<file path="src/rtl/sprite_motion_scheduler_if.sv">
// Sprite scheduler bus: host config write port, renderer read port,
// vsync input and sweep status. The master side is the host/display,
// the slave side is the scheduler.
interface sprite_motion_scheduler_if #(
  parameter int unsigned NUM_SPR = 4,
  parameter int unsigned CORDW   = 11,
  parameter int unsigned SPEED_W = 4
);
  localparam int unsigned IDXW = $clog2(NUM_SPR) + 1;

  logic                      vsync;
  logic                      cfg_valid;
  logic                      cfg_ready;
  logic [IDXW-1:0]           cfg_idx;
  logic signed [CORDW-1:0]   cfg_x;
  logic signed [CORDW-1:0]   cfg_y;
  logic signed [SPEED_W-1:0] cfg_vx;
  logic signed [SPEED_W-1:0] cfg_vy;
  logic [IDXW-1:0]           rd_idx;
  logic signed [CORDW-1:0]   rd_x;
  logic signed [CORDW-1:0]   rd_y;
  logic                      busy;
  logic                      frame_done;
  logic                      overrun;
  logic                      overrun_clr;

  modport master (
    output vsync, cfg_valid, cfg_idx, cfg_x, cfg_y, cfg_vx, cfg_vy,
           rd_idx, overrun_clr,
    input  cfg_ready, rd_x, rd_y, busy, frame_done, overrun
  );

  modport slave (
    input  vsync, cfg_valid, cfg_idx, cfg_x, cfg_y, cfg_vx, cfg_vy,
           rd_idx, overrun_clr,
    output cfg_ready, rd_x, rd_y, busy, frame_done, overrun
  );
endinterface

</file>
<file path="src/rtl/sprite_motion_scheduler.sv">
// Per-frame motion controller for NUM_SPR bouncing sprites.
// Each vsync rising edge starts a sweep that reads every slot (RD), applies
// its signed velocity and bounces it off the screen edges (WR). The host
// config port may write slots only while the scheduler is idle.
// Optional feature macro: SPRITE_SCHED_WRAP_EN -- sprites wrap around the
// screen edges instead of bouncing; velocity is then never changed.
module sprite_motion_scheduler #(
  parameter int unsigned NUM_SPR  = 4,
  parameter int unsigned CORDW    = 11,
  parameter int unsigned SPEED_W  = 4,
  parameter int unsigned SCREEN_W = 640,
  parameter int unsigned SCREEN_H = 480,
  parameter int unsigned SPR_W    = 100,
  parameter int unsigned SPR_H    = 100
) (
  input  logic                    clk_pix,
  input  logic                    btn_rst_n,
  sprite_motion_scheduler_if.slave bus
);

  localparam int unsigned IDXW = $clog2(NUM_SPR) + 1;
  localparam logic [IDXW-1:0]           LAST_IDX = IDXW'(NUM_SPR - 1);
  localparam logic signed [CORDW-1:0]   MAXX     = CORDW'(SCREEN_W - SPR_W);
  localparam logic signed [CORDW-1:0]   MAXY     = CORDW'(SCREEN_H - SPR_H);
  localparam logic signed [SPEED_W-1:0] V_ONE    = SPEED_W'(1);
  localparam logic signed [SPEED_W-1:0] V_MIN    = {1'b1, {(SPEED_W-1){1'b0}}};
  localparam logic signed [SPEED_W-1:0] V_SAT    = V_MIN + V_ONE;

  typedef enum logic [1:0] {S_IDLE, S_RD, S_WR, S_DONE} state_e;

  state_e                    state_q, state_d;
  logic [IDXW-1:0]           idx_q, idx_d;
  logic                      vsync_prev_q;
  logic                      overrun_q, overrun_d;
  logic                      vs_edge;
  logic                      cfg_wr;
  logic signed [SPEED_W-1:0] cfg_vx_sat, cfg_vy_sat;

  logic signed [CORDW-1:0]   x_q  [NUM_SPR];
  logic signed [CORDW-1:0]   y_q  [NUM_SPR];
  logic signed [SPEED_W-1:0] vx_q [NUM_SPR];
  logic signed [SPEED_W-1:0] vy_q [NUM_SPR];

  logic signed [CORDW-1:0]   sel_x, sel_y;
  logic signed [SPEED_W-1:0] sel_vx, sel_vy;
  logic signed [CORDW-1:0]   nx_q, ny_q;
  logic signed [SPEED_W-1:0] lvx_q, lvy_q;
  logic signed [CORDW-1:0]   wr_x, wr_y;
  logic signed [SPEED_W-1:0] wr_vx, wr_vy;

  function automatic logic signed [CORDW-1:0] sext(input logic signed [SPEED_W-1:0] v);
    return {{(CORDW-SPEED_W){v[SPEED_W-1]}}, v};
  endfunction

`ifdef SPRITE_SCHED_WRAP_EN
  localparam logic signed [CORDW-1:0] SPANX = CORDW'(SCREEN_W - SPR_W + 1);
  localparam logic signed [CORDW-1:0] SPANY = CORDW'(SCREEN_H - SPR_H + 1);

  function automatic logic signed [CORDW-1:0] wrap_pos(
    input logic signed [CORDW-1:0] n,
    input logic signed [CORDW-1:0] lim,
    input logic signed [CORDW-1:0] span
  );
    if (n[CORDW-1])  return n + span;
    else if (n > lim) return n - span;
    else              return n;
  endfunction
`else
  function automatic logic signed [CORDW-1:0] bounce_pos(
    input logic signed [CORDW-1:0] n,
    input logic signed [CORDW-1:0] lim
  );
    if (n[CORDW-1])  return '0;
    else if (n > lim) return lim;
    else              return n;
  endfunction

  function automatic logic bounce_hit(
    input logic signed [CORDW-1:0] n,
    input logic signed [CORDW-1:0] lim
  );
    return n[CORDW-1] || (n > lim);
  endfunction
`endif

  assign vs_edge    = bus.vsync & ~vsync_prev_q;
  assign cfg_wr     = bus.cfg_valid && (state_q == S_IDLE);
  assign cfg_vx_sat = (bus.cfg_vx == V_MIN) ? V_SAT : bus.cfg_vx;
  assign cfg_vy_sat = (bus.cfg_vy == V_MIN) ? V_SAT : bus.cfg_vy;

  assign bus.busy       = (state_q != S_IDLE);
  assign bus.cfg_ready  = (state_q == S_IDLE);
  assign bus.frame_done = (state_q == S_DONE);
  assign bus.overrun    = overrun_q;

  // Control registers: FSM state, sweep index, vsync history, sticky overrun.
  always_ff @(posedge clk_pix or negedge btn_rst_n) begin
    if (!btn_rst_n) begin
      state_q      <= S_IDLE;
      idx_q        <= '0;
      vsync_prev_q <= 1'b0;
      overrun_q    <= 1'b0;
    end else begin
      state_q      <= state_d;
      idx_q        <= idx_d;
      vsync_prev_q <= bus.vsync;
      overrun_q    <= overrun_d;
    end
  end

  // Sweep sequencing and overrun flag; an edge seen while busy is dropped.
  always_comb begin
    state_d   = state_q;
    idx_d     = idx_q;
    overrun_d = overrun_q;
    if (bus.overrun_clr) overrun_d = 1'b0;
    if (vs_edge && (state_q != S_IDLE)) overrun_d = 1'b1;
    unique case (state_q)
      S_IDLE: begin
        if (vs_edge) begin
          state_d = S_RD;
          idx_d   = '0;
        end
      end
      S_RD: state_d = S_WR;
      S_WR: begin
        if (idx_q == LAST_IDX) begin
          state_d = S_DONE;
        end else begin
          state_d = S_RD;
          idx_d   = idx_q + 1'b1;
        end
      end
      S_DONE: state_d = S_IDLE;
      default: state_d = S_IDLE;
    endcase
  end

  // Slot selected by the sweep index.
  always_comb begin
    sel_x  = '0;
    sel_y  = '0;
    sel_vx = '0;
    sel_vy = '0;
    for (int unsigned i = 0; i < NUM_SPR; i++) begin
      if (idx_q == IDXW'(i)) begin
        sel_x  = x_q[i];
        sel_y  = y_q[i];
        sel_vx = vx_q[i];
        sel_vy = vy_q[i];
      end
    end
  end

  // RD stage: latch the candidate position and the current velocity.
  always_ff @(posedge clk_pix or negedge btn_rst_n) begin
    if (!btn_rst_n) begin
      nx_q  <= '0;
      ny_q  <= '0;
      lvx_q <= '0;
      lvy_q <= '0;
    end else if (state_q == S_RD) begin
      nx_q  <= sel_x + sext(sel_vx);
      ny_q  <= sel_y + sext(sel_vy);
      lvx_q <= sel_vx;
      lvy_q <= sel_vy;
    end
  end

`ifdef SPRITE_SCHED_WRAP_EN
  // WR stage result: wrap position around the edges, keep velocity.
  always_comb begin
    wr_x  = wrap_pos(nx_q, MAXX, SPANX);
    wr_y  = wrap_pos(ny_q, MAXY, SPANY);
    wr_vx = lvx_q;
    wr_vy = lvy_q;
  end
`else
  // WR stage result: clamp to the edge and reverse velocity on a hit.
  always_comb begin
    wr_x  = bounce_pos(nx_q, MAXX);
    wr_y  = bounce_pos(ny_q, MAXY);
    wr_vx = bounce_hit(nx_q, MAXX) ? -lvx_q : lvx_q;
    wr_vy = bounce_hit(ny_q, MAXY) ? -lvy_q : lvy_q;
  end
`endif

  // Sprite table: sweep writes in WR, host writes only while idle.
  always_ff @(posedge clk_pix or negedge btn_rst_n) begin
    if (!btn_rst_n) begin
      for (int unsigned i = 0; i < NUM_SPR; i++) begin
        x_q[i]  <= '0;
        y_q[i]  <= '0;
        vx_q[i] <= V_ONE;
        vy_q[i] <= V_ONE;
      end
    end else begin
      for (int unsigned i = 0; i < NUM_SPR; i++) begin
        if ((state_q == S_WR) && (idx_q == IDXW'(i))) begin
          x_q[i]  <= wr_x;
          y_q[i]  <= wr_y;
          vx_q[i] <= wr_vx;
          vy_q[i] <= wr_vy;
        end else if (cfg_wr && (bus.cfg_idx == IDXW'(i))) begin
          x_q[i]  <= bus.cfg_x;
          y_q[i]  <= bus.cfg_y;
          vx_q[i] <= cfg_vx_sat;
          vy_q[i] <= cfg_vy_sat;
        end
      end
    end
  end

  // Renderer read port; out-of-range slots read as the origin.
  always_comb begin
    bus.rd_x = '0;
    bus.rd_y = '0;
    for (int unsigned i = 0; i < NUM_SPR; i++) begin
      if (bus.rd_idx == IDXW'(i)) begin
        bus.rd_x = x_q[i];
        bus.rd_y = y_q[i];
      end
    end
  end

endmodule

</file>
<file path="src/flat_wrapper.sv">
// flat-port wrapper written by rule: the top's interface ports become plain ports
module sprite_motion_scheduler_flat 
#(
  parameter int unsigned NUM_SPR  = 4,
  parameter int unsigned CORDW    = 11,
  parameter int unsigned SPEED_W  = 4,
  parameter int unsigned SCREEN_W = 640,
  parameter int unsigned SCREEN_H = 480,
  parameter int unsigned SPR_W    = 100,
  parameter int unsigned SPR_H    = 100
)
  (clk_pix, btn_rst_n, bus_vsync, bus_cfg_valid, bus_cfg_idx, bus_cfg_x, bus_cfg_y, bus_cfg_vx, bus_cfg_vy, bus_rd_idx, bus_overrun_clr, bus_cfg_ready, bus_rd_x, bus_rd_y, bus_busy, bus_frame_done, bus_overrun);
  sprite_motion_scheduler_if #(.NUM_SPR(NUM_SPR), .CORDW(CORDW), .SPEED_W(SPEED_W)) bus_i ();
  input  logic clk_pix;
  input  logic btn_rst_n;
  input wire logic [$bits(bus_i.vsync)-1:0] bus_vsync;
  input wire logic [$bits(bus_i.cfg_valid)-1:0] bus_cfg_valid;
  input wire logic [$bits(bus_i.cfg_idx)-1:0] bus_cfg_idx;
  input wire logic [$bits(bus_i.cfg_x)-1:0] bus_cfg_x;
  input wire logic [$bits(bus_i.cfg_y)-1:0] bus_cfg_y;
  input wire logic [$bits(bus_i.cfg_vx)-1:0] bus_cfg_vx;
  input wire logic [$bits(bus_i.cfg_vy)-1:0] bus_cfg_vy;
  input wire logic [$bits(bus_i.rd_idx)-1:0] bus_rd_idx;
  input wire logic [$bits(bus_i.overrun_clr)-1:0] bus_overrun_clr;
  output wire logic [$bits(bus_i.cfg_ready)-1:0] bus_cfg_ready;
  output wire logic [$bits(bus_i.rd_x)-1:0] bus_rd_x;
  output wire logic [$bits(bus_i.rd_y)-1:0] bus_rd_y;
  output wire logic [$bits(bus_i.busy)-1:0] bus_busy;
  output wire logic [$bits(bus_i.frame_done)-1:0] bus_frame_done;
  output wire logic [$bits(bus_i.overrun)-1:0] bus_overrun;
  assign bus_i.vsync = bus_vsync;
  assign bus_i.cfg_valid = bus_cfg_valid;
  assign bus_i.cfg_idx = bus_cfg_idx;
  assign bus_i.cfg_x = bus_cfg_x;
  assign bus_i.cfg_y = bus_cfg_y;
  assign bus_i.cfg_vx = bus_cfg_vx;
  assign bus_i.cfg_vy = bus_cfg_vy;
  assign bus_i.rd_idx = bus_rd_idx;
  assign bus_i.overrun_clr = bus_overrun_clr;
  assign bus_cfg_ready = bus_i.cfg_ready;
  assign bus_rd_x = bus_i.rd_x;
  assign bus_rd_y = bus_i.rd_y;
  assign bus_busy = bus_i.busy;
  assign bus_frame_done = bus_i.frame_done;
  assign bus_overrun = bus_i.overrun;
  sprite_motion_scheduler #(.NUM_SPR(NUM_SPR), .CORDW(CORDW), .SPEED_W(SPEED_W), .SCREEN_W(SCREEN_W), .SCREEN_H(SCREEN_H), .SPR_W(SPR_W), .SPR_H(SPR_H)) u_core (.clk_pix(clk_pix), .btn_rst_n(btn_rst_n), .bus(bus_i));
endmodule
</file>
<file path="config.mk">
export PLATFORM = sky130hd
export DESIGN_NAME = sprite_motion_scheduler_flat
export DESIGN_NICKNAME = d
export VERILOG_FILES = /design/src/rtl/sprite_motion_scheduler_if.sv /design/src/rtl/sprite_motion_scheduler.sv /design/src/flat_wrapper.sv
export SDC_FILE = /design/constraint.sdc
export NUM_CORES = 1
export LEC_CHECK = 0
export ABC_AREA = 1
export CAP_MARGIN = 20
export CORE_UTILIZATION = 35
export DETAILED_ROUTE_END_ITERATION = 10
export PLACE_DENSITY_LB_ADDON = 0.2
export SYNTH_ARGS = -nofsm -noshare
export SYNTH_HDL_FRONTEND = slang
export SYNTH_SLANG_ARGS = --single-unit
</file>
<file path="constraint.sdc">
create_clock -name clk_pix -period 7.3 [get_ports clk_pix]
set_input_delay 1.46 -clock clk_pix [delete_from_list [all_inputs] [get_ports clk_pix]]
set_output_delay 1.46 -clock clk_pix [all_outputs]
set_load 0.01 [all_outputs]
</file>
* Word level (Yosys, flattened, before mapping) *
Cells that the tools add are included.
W data, S select, Z words.

word-level totals
  bits in registers = 157
  input port bits = 41
  output and inout bits = 26
  logic and storage cells = 145

operators by class
  $add $sub $neg = 5
  magnitude comparators = 2
  eq/ne operators = 16
  muxes and demuxes = 72
  bitwise logic cells = 2
  reduce and logical (&&, ||, !) cells = 24

operator list
  kind                    count
  $mux W11                34
  $mux W4                 28
  $add A11 B4 Y11         2
  $mux W10                2
  $eq A3 B2 Y1 const B    6
  $reduce_bool A2 Y1      7
  $gt A11 B10 Y1 const B  1
  $gt A11 B11 Y1 const B  1
  $logic_and A1 B1 Y1     10
  $eq A3 B1 Y1 const B    3
  $logic_not A3 Y1        3
  $eq A4 B4 Y1 const B    2
  $neg A4 Y4              2
  $pmux W2 S4             1
  $mux W3                 2
  $pmux W3 S2             1
  $eq A2 B2 Y1 const B    2
  $mux W2                 2
  $add A3 B1 Y3 const B   1
  $reduce_and A3 Y1       1
  $eq A2 B1 Y1 const B    1
  $logic_not A2 Y1        1
  $logic_or A1 B1 Y1      2
  $mux W1                 2
  other kinds (4)         4

* Logic depth before layout (Yosys ltp) *
Gate-level depths: netlist of the first run.

  word-level depth = 6
  depth in mapped cells = 21
  gate-level depth less buffers = 21

* Worst setup path before layout of the first run *
OpenSTA, ideal clock, no wires.

  path kind = in2out
  from = input bus_rd_idx[0]
  to = output bus_rd_x[3]
  data arrival time = 2.418 ns
  data required time = 5.840 ns
  slack = 3.422 ns
  cell stages on the path = 4
  buffers on the path = 2
  cell sequence = clkbuf_1 -> nand2_1 -> clkbuf_1 -> o21ai_0

on the way
  longest elaborated chain between the ends = 5
  elaborated cells on any way between the ends = 8
  classes of those cells = eq/ne: 3; mux: 4; reduce/logical: 1

ends and longest elaborated chain
  item                   RTL line                        source
  from (decl)            flat_wrapper.sv:23              input wire logic [$bits(bus_i.rd_idx)-1:0] bus_rd_idx;
  $logic_not A3 Y1       sprite_motion_scheduler.sv:219  if (bus.rd_idx == IDXW'(i)) begin
  $mux W11 (3 in a row)  sprite_motion_scheduler.sv:219
  $mux W11 *             sprite_motion_scheduler.sv:219
  to (decl)              flat_wrapper.sv:26              output wire logic [$bits(bus_i.rd_x)-1:0] bus_rd_x;

Every way passes the cells marked *; elsewhere a longest branch is shown, timed or not.

* Worst setup path in the final report of the first run *
  from = input bus_rd_idx[0]
  to = output bus_rd_y[1]

on the way
  longest elaborated chain between the ends = 5
  elaborated cells on any way between the ends = 8
  classes of those cells = eq/ne: 3; mux: 4; reduce/logical: 1

ends and longest elaborated chain
  item                   RTL line                        source
  $logic_not A3 Y1       sprite_motion_scheduler.sv:219
  $mux W11 (3 in a row)  sprite_motion_scheduler.sv:219
  $mux W11 *             sprite_motion_scheduler.sv:219
  to (decl)              flat_wrapper.sv:27              output wire logic [$bits(bus_i.rd_y)-1:0] bus_rd_y;

Marks and branches as above.

==> impl_metrics.ini, run 1 <==
[logic_synthesis]
synth_cells = 1309
ys_seq_area_frac = 0.4047
syn_area_um2 = 9732
postSynthAreaPerCell_um2 = 7.435
synth-seq-cells = 157
synth_area_leaders = dfrtp_1, nand2_1, o21ai_0
synth_top_area_frac = 0.3831
synth_warnings = 0
synthDistinctLibCells = 44
synth_top_cell_by_area = dfrtp_1
synth_fp_nets = 1379

[sta]
rsz0062_at_grt = no
setup_tns_ps = 0
setup_viol = 0
fmax_ghz = 0.1731
hold_viol = 0
slew_violations = 0
fin_crit_sh = 0.7915
period_needed_ps = 5778
clock_skew_ps = 12.00
hold_ws_ps = 476.9
worst_slew_pin_slew_ps = 1039
slew_headroom = 0.3064

[global_route]
grt-ovfl-total = 0
grt_max_degree = 84
grt_antenna_before_repair = 0
grt_pass1_vias = 9364
grt_use_total = 0.2583
grt_pass1_wl_um = 55620

[cts]
clockBufferDepth = 2
cts_root_buf = clkbuf_16
clock_sinks = 157
clkTransAtPathRegs_ps = 60
cts_buffers = 17
ctsHoldBuffers = 0
htree_levels = 4
cts_tree = done
cts_resized = 0
post_cts_buffers = 0
worstSkewPairLatency_ps = 430

[final_layout]
final_cell_mix = nand2_1, inv_1, dfrtp_1
fill_cells = 2765
fin_nets = 1410
drive_gt1_frac = 0.06578
area_growth_pct = 15.90
final_common_cell = nand2_1
multi_input_area_um2 = 4787
regArea_um2 = 3939
diodes = 0

[routing]
wl_um = 35980
wl_met3_um = 2667
drtAntennaViolNets = 0
route.met2.wl_um = 16540
post_drt_wl_per_cell_um = 20.86
drc = 0
drt_iter0_markers = 1054
top_layer = met4
first_pass_iters = 5
num_vias = 9734
wl_met1_um = 15780
vias_per_cell = 5.643

[critical_path]
worstPathRequired_ps = 5840
timing_worst_setup_path_type = primary input to output port
crit_path_end_kind = output port
worstPathCellList = clkdlybuf4s50_1 > nand2_1 > o21ai_0 > clkdlybuf4s50_1
slowest_delay_ps = 840
crit_top_cell = clkdlybuf4s50_1
crit_path_start_kind = primary input
crit_buf_inv = 2
crit_fanout = 19
cp_slowest_cell = clkdlybuf4s50_1
rrSetupSlack_ps = 3230
crit_family = buffers and inverters
cp.arrival_ps = 4320

[status]
status = finished, final reports clean

[floorplanning]
dieArea_um2 = 28480
die_h_um = 168.8
start_util = 0.3591
die_w_um = 168.8
ios = 67
rows = 60
fp.coreArea_um2 = 27100

[job]
maxCapViolCount = 0

[power_and_ir_drop]
p_leak_nw = 5.276
vdd_drop_max_uv = 256.9
power.density_nw_per_um2 = 507.3

[placement]
dp.final_hpwl_um = 22880
gp_congestion = 0.9023
port-buffer-count = 66

[min_path]
hold_path_class = register to register
[final cells by class]
cell class              instances  area share
clock buffers                  20     0.04049
clock inverters                12    0.009983
inverters                     191     0.06356
multi-input cells             891      0.4244
flip-flops and latches        157      0.3492
well taps                     372     0.04126
repair buffers                 82     0.07110
[metrics by stage]
stage	instances	utilization	total power, mW	cell area, um2	worst slack [ps]
finish	1725	0.4162	5.722	11280	1522
global route	1725	0.4162	6.173	11280	1476
CTS	1724	0.4152	5.685	11250	1622
detailed placement	1692	0.3942	4.783	10680	1628
global placement	1692	0.3942	4.742	10680	1651
floorplan	1309	-	3.789	9732	3422
[synth_stat cells]
master and number:
inv_1 179, nand2_1 293, a311o_1 1, nor2_2 4, a22oi_1 4, nor2_4 1
buf_6 2, ha_1 27, or2_2 3, and2_1 1, a311oi_1 1, o21ai_0 136
nand4_1 4, nand3_2 1, inv_2 10, nand2_2 6, nand3_1 102, fa_1 2
dfrtp_1 149, o221a_2 1, o22ai_1 60, xor2_1 3, o311ai_1 7, a31oi_1 17
a21oi_1 46, nor3_1 3, a221oi_1 19, buf_4 1, and2_0 2, o211ai_1 20
o21a_1 2, buf_2 26, nor2_1 55, o21bai_1 2, o221ai_1 24, clkbuf_1 41
o311ai_0 2, o21ai_1 20, a21o_1 7, dfstp_2 8, clkinv_1 2, xnor2_1 7
nor3_4 1, o2111ai_1 7
[metal layers]
| metal | vias up | global-route usage |
|---|---|---|
| met1 | 4683 | 0.3492 |
| met3 | 76 | 0.03998 |
| met2 | 467 | 0.4186 |
| met5 | - | 0 |
| li1 | 4508 | - |
| met4 | 0 | 0.09130 |
[state kept, by name, indices dropped and copies added (netlist names)]
register and count:
u_core.y_q 44, u_core.state_q 2, u_core.lvy_q 4, u_core.nx_q 11, u_core.idx_q 3, u_core.ny_q 11, u_core.vsync_prev_q 1, u_core.bus.overrun 1
u_core.vy_q 16, u_core.vx_q 16, u_core.x_q 44, u_core.lvx_q 4
[report_power, final]
part,internal [mW],total (mW),switching [mW]
Combinational,1.13,3.28,2.14
Clock,0.490,0.886,0.396
Sequential,1.30,1.56,0.263
Total,2.92,5.72,2.80
[final timing paths]
check | from | endpoint | cells past startpoint
max reg2reg | u_core.idx_q[0]$_DFFE_PN0P_ | u_core.ny_q[6]$_DFFE_PN0N_ | 19
min reg2reg | u_core.vx_q[5]$_DFFE_PN0P_ | u_core.vx_q[5]$_DFFE_PN0P_ | 2
min | u_core.vx_q[5]$_DFFE_PN0P_ | u_core.vx_q[5]$_DFFE_PN0P_ | 2
min in group asynchronous | btn_rst_n | u_core.vy_q[1]$_DFFE_PN0P_ | 1
max in group asynchronous | btn_rst_n | u_core.x_q[26]$_DFFE_PN0P_ | 3
max | bus_rd_idx[0] | bus_rd_y[1] | 4
[worst min-delay path, cell delays in order, from the launching register on]
cell and delay, ps:
dfrtp_1 340, nand2_1 50, nand2_1 50
[logic make-up after synthesis]
family / Yosys count / share of synthesized area
AND/OR/NAND/NOR: 476 / 0.2049
AO/OA/AOI/OAI: 376 / 0.2366
buffers and inverters: 261 / 0.1059
flip-flops: 157 / 0.4047
adder cells (fa/ha/maj): 29 / 0.03883
XOR/XNOR: 10 / 0.009000
Power figures use the tool's default switching activity.
==> run 2: changes to the inputs <==
==> constraint.sdc (replaced) <==
create_clock -name clk_pix -period 5.65 [get_ports clk_pix]
set_input_delay 1.13 -clock clk_pix [delete_from_list [all_inputs] [get_ports clk_pix]]
set_output_delay 1.13 -clock clk_pix [all_outputs]
set_load 0.01 [all_outputs]
==> run 2 against run 1 <==
  * Cell count up 0.46%
  * Register-to-register slack worse by 1600 ps
  * Clock skew about the same
  * Via count down 0.44%
  * Clock-buffer cell count down 3
  * First-iteration DRC count down 3.6%
  * Combinational power up 28%
  * Die area unchanged
  * Largest cell class unchanged
==> impl_metrics.ini, run 2 (synthesis gave the netlist of run 1 again) <==
[global_route]
grt_pass1_vias = 9431
grt_antenna_before_repair = 0
grt_use_total = 0.2580
grt_max_degree = 77
grt-ovfl-total = 0
grt_pass1_wl_um = 55550

[sta]
setup_viol = 0
fmax_ghz = 0.2054
fin_crit_sh = 0.8616
setup_ws_ps = 781.8
hold_ws_ps = 475.9
setup_tns_ps = 0
clock_skew_ps = 12.08
hold_viol = 0
period_needed_ps = 4868
worst_slew_pin_slew_ps = 1085
rsz0062_at_grt = no
slew_violations = 0
slew_headroom = 0.2762

[placement]
placed_area_um2 = 10750
post-place-ws_ps = 869.2
dp.final_hpwl_um = 23320
port-buffer-count = 66
gp_congestion = 0.8858
place_inst = 1701

[cts]
clkTransAtPathRegs_ps = 70
clock_sinks = 157
clockBufferDepth = 2
cts_buffers = 17
ctsHoldBuffers = 0
cts_root_buf = clkbuf_16
worstSkewPairLatency_ps = 440
post_cts_buffers = 0
cts_resized = 0
htree_levels = 4
cts_tree = done

[final_layout]
area_growth_pct = 16.51
final_cell_mix = nand2_1, inv_1, dfrtp_1
instances_no_fill = 1733
top_regs = u_core.x_q (44), u_core.y_q (44)
diodes = 0
fin_nets = 1418
final_common_cell = nand2_1
fill_cells = 2766
fin_area_um2 = 11340
drive_gt1_frac = 0.07201

[power_and_ir_drop]
power_frac_seq = 0.272
power_frac_comb = 0.567
power_frac_clock = 0.161
p_leak_nw = 5.324
p_sw_mw = 3.603
p_int_mw = 3.806
vdd_drop_max_uv = 375.0
power.density_nw_per_um2 = 653.4
sw_frac_of_total = 0.4863

[floorplanning]
dieArea_um2 = 28480
ios = 67
start_util = 0.3591
rows = 60
die_h_um = 168.8
die_w_um = 168.8
fp.coreArea_um2 = 27100

[critical_path]
worstReg2RegStart = u_core.idx_q[0]$_DFFE_PN0P_
rrSetupSlack_ps = 1660
startpoint = bus_rd_idx[0]
crit_path_end_kind = output port
reg2reg_depth = 18
cp.arrival_ps = 3740
crit_path_start_kind = primary input
worstPathRequired_ps = 4520
crit_fanout = 11
r2r-end = u_core.nx_q[8]$_DFFE_PN0N_
timing_worst_setup_path_type = primary input to output port
crit_end = bus_rd_y[6]

[routing]
first_pass_iters = 5
post_drt_wl_per_cell_um = 20.63
wl_um = 35760
num_vias = 9691
drc = 0
drt_iter0_markers = 1016
drtAntennaViolNets = 0
vias_per_cell = 5.592

[status]
status = finished, final reports clean

[min_path]
hold_path_class = register to register

[job]
maxCapViolCount = 0
[run 2: cell types whose count changed in the layout (fill, tap and decap cells not counted)]
cell        before  now
buf_4           15   23
inv_6            2    5
clkbuf_8         2    0
clkinv_4         4    2
nor2_2           7    9
nor2_4           3    1
buf_12           0    1
buf_16           1    0
bufinv_16        1    2
clkbuf_1         1    0
clkinv_2         3    4
clkinvlp_4       2    1
inv_8            0    1
[run 2: worst min-delay path by stage]
stage                               start                          to  slack (ps)  cells past startpoint
2_1_floorplan  u_core.vx_q[5]$_DFFE_PN0P_  u_core.vx_q[5]$_DFFE_PN0P_         440                      2
3_3_place_gp   u_core.vx_q[6]$_DFFE_PN0P_  u_core.vx_q[6]$_DFFE_PN0P_         460                      2
3_5_place_dp   u_core.vy_q[7]$_DFFE_PN0P_  u_core.vy_q[7]$_DFFE_PN0P_         460                      2
4_1_cts        u_core.vy_q[7]$_DFFE_PN0P_  u_core.vy_q[7]$_DFFE_PN0P_         480                      2
5_1_grt         u_core.x_q[5]$_DFFE_PN0P_   u_core.x_q[5]$_DFFE_PN0P_         500                      2
6_report       u_core.vx_q[6]$_DFFE_PN0P_  u_core.vx_q[6]$_DFFE_PN0P_         480                      2
[run 2: area by class of cell]
type                            instances  area [um2]  share of cell area
Sequential cell                       157        3939              0.3474
Inverter                              191       716.9             0.06323
Timing Repair Buffer                   90       854.6             0.07537
Multi-Input combinational cell        891        4777              0.4213
Clock buffer                           17       425.4             0.03752
Clock inverter                         15       160.2             0.01412
Tap cell                              372       465.4             0.04105
[run 2: routing by layer]
metal / part of all wire / up-vias / global-route usage
met5: 0 / - / 0
met3: 0.066 / 77 / 0.03460
met2: 0.46 / 418 / 0.4183
met1: 0.45 / 4657 / 0.3517
met4: 0.029 / 0 / 0.09249
li1: - / 4539 / -
[run 2: power by group through the flow]
stage          combinational (mW)  clock, mW  sequential, mW
6_report                     4.20       1.19            2.01
5_1_grt                      4.71       1.25            2.07
4_1_cts                      4.19       1.20            2.00
3_5_place_dp                 4.18          0            2.02
3_3_place_gp                 4.13          0            2.01
2_1_floorplan                2.98          0            1.92
[run 2: through the flow]
stage          total power, mW    util
3_3_place_gp             6.141  0.3968
6_report                 7.408  0.4184
5_1_grt                  8.035  0.4184
2_1_floorplan            4.895       -
3_5_place_dp             6.192  0.3968
4_1_cts                  7.395  0.4184
[run 2: worst max-delay path, stage by stage]
cell and delay (ps):
clkdlybuf4s50_1 830, clkinv_1 330, nand2_1 320, buf_4 270
nor2_1 60, a311oi_1 200, nor2_1 100, clkdlybuf4s50_1 480
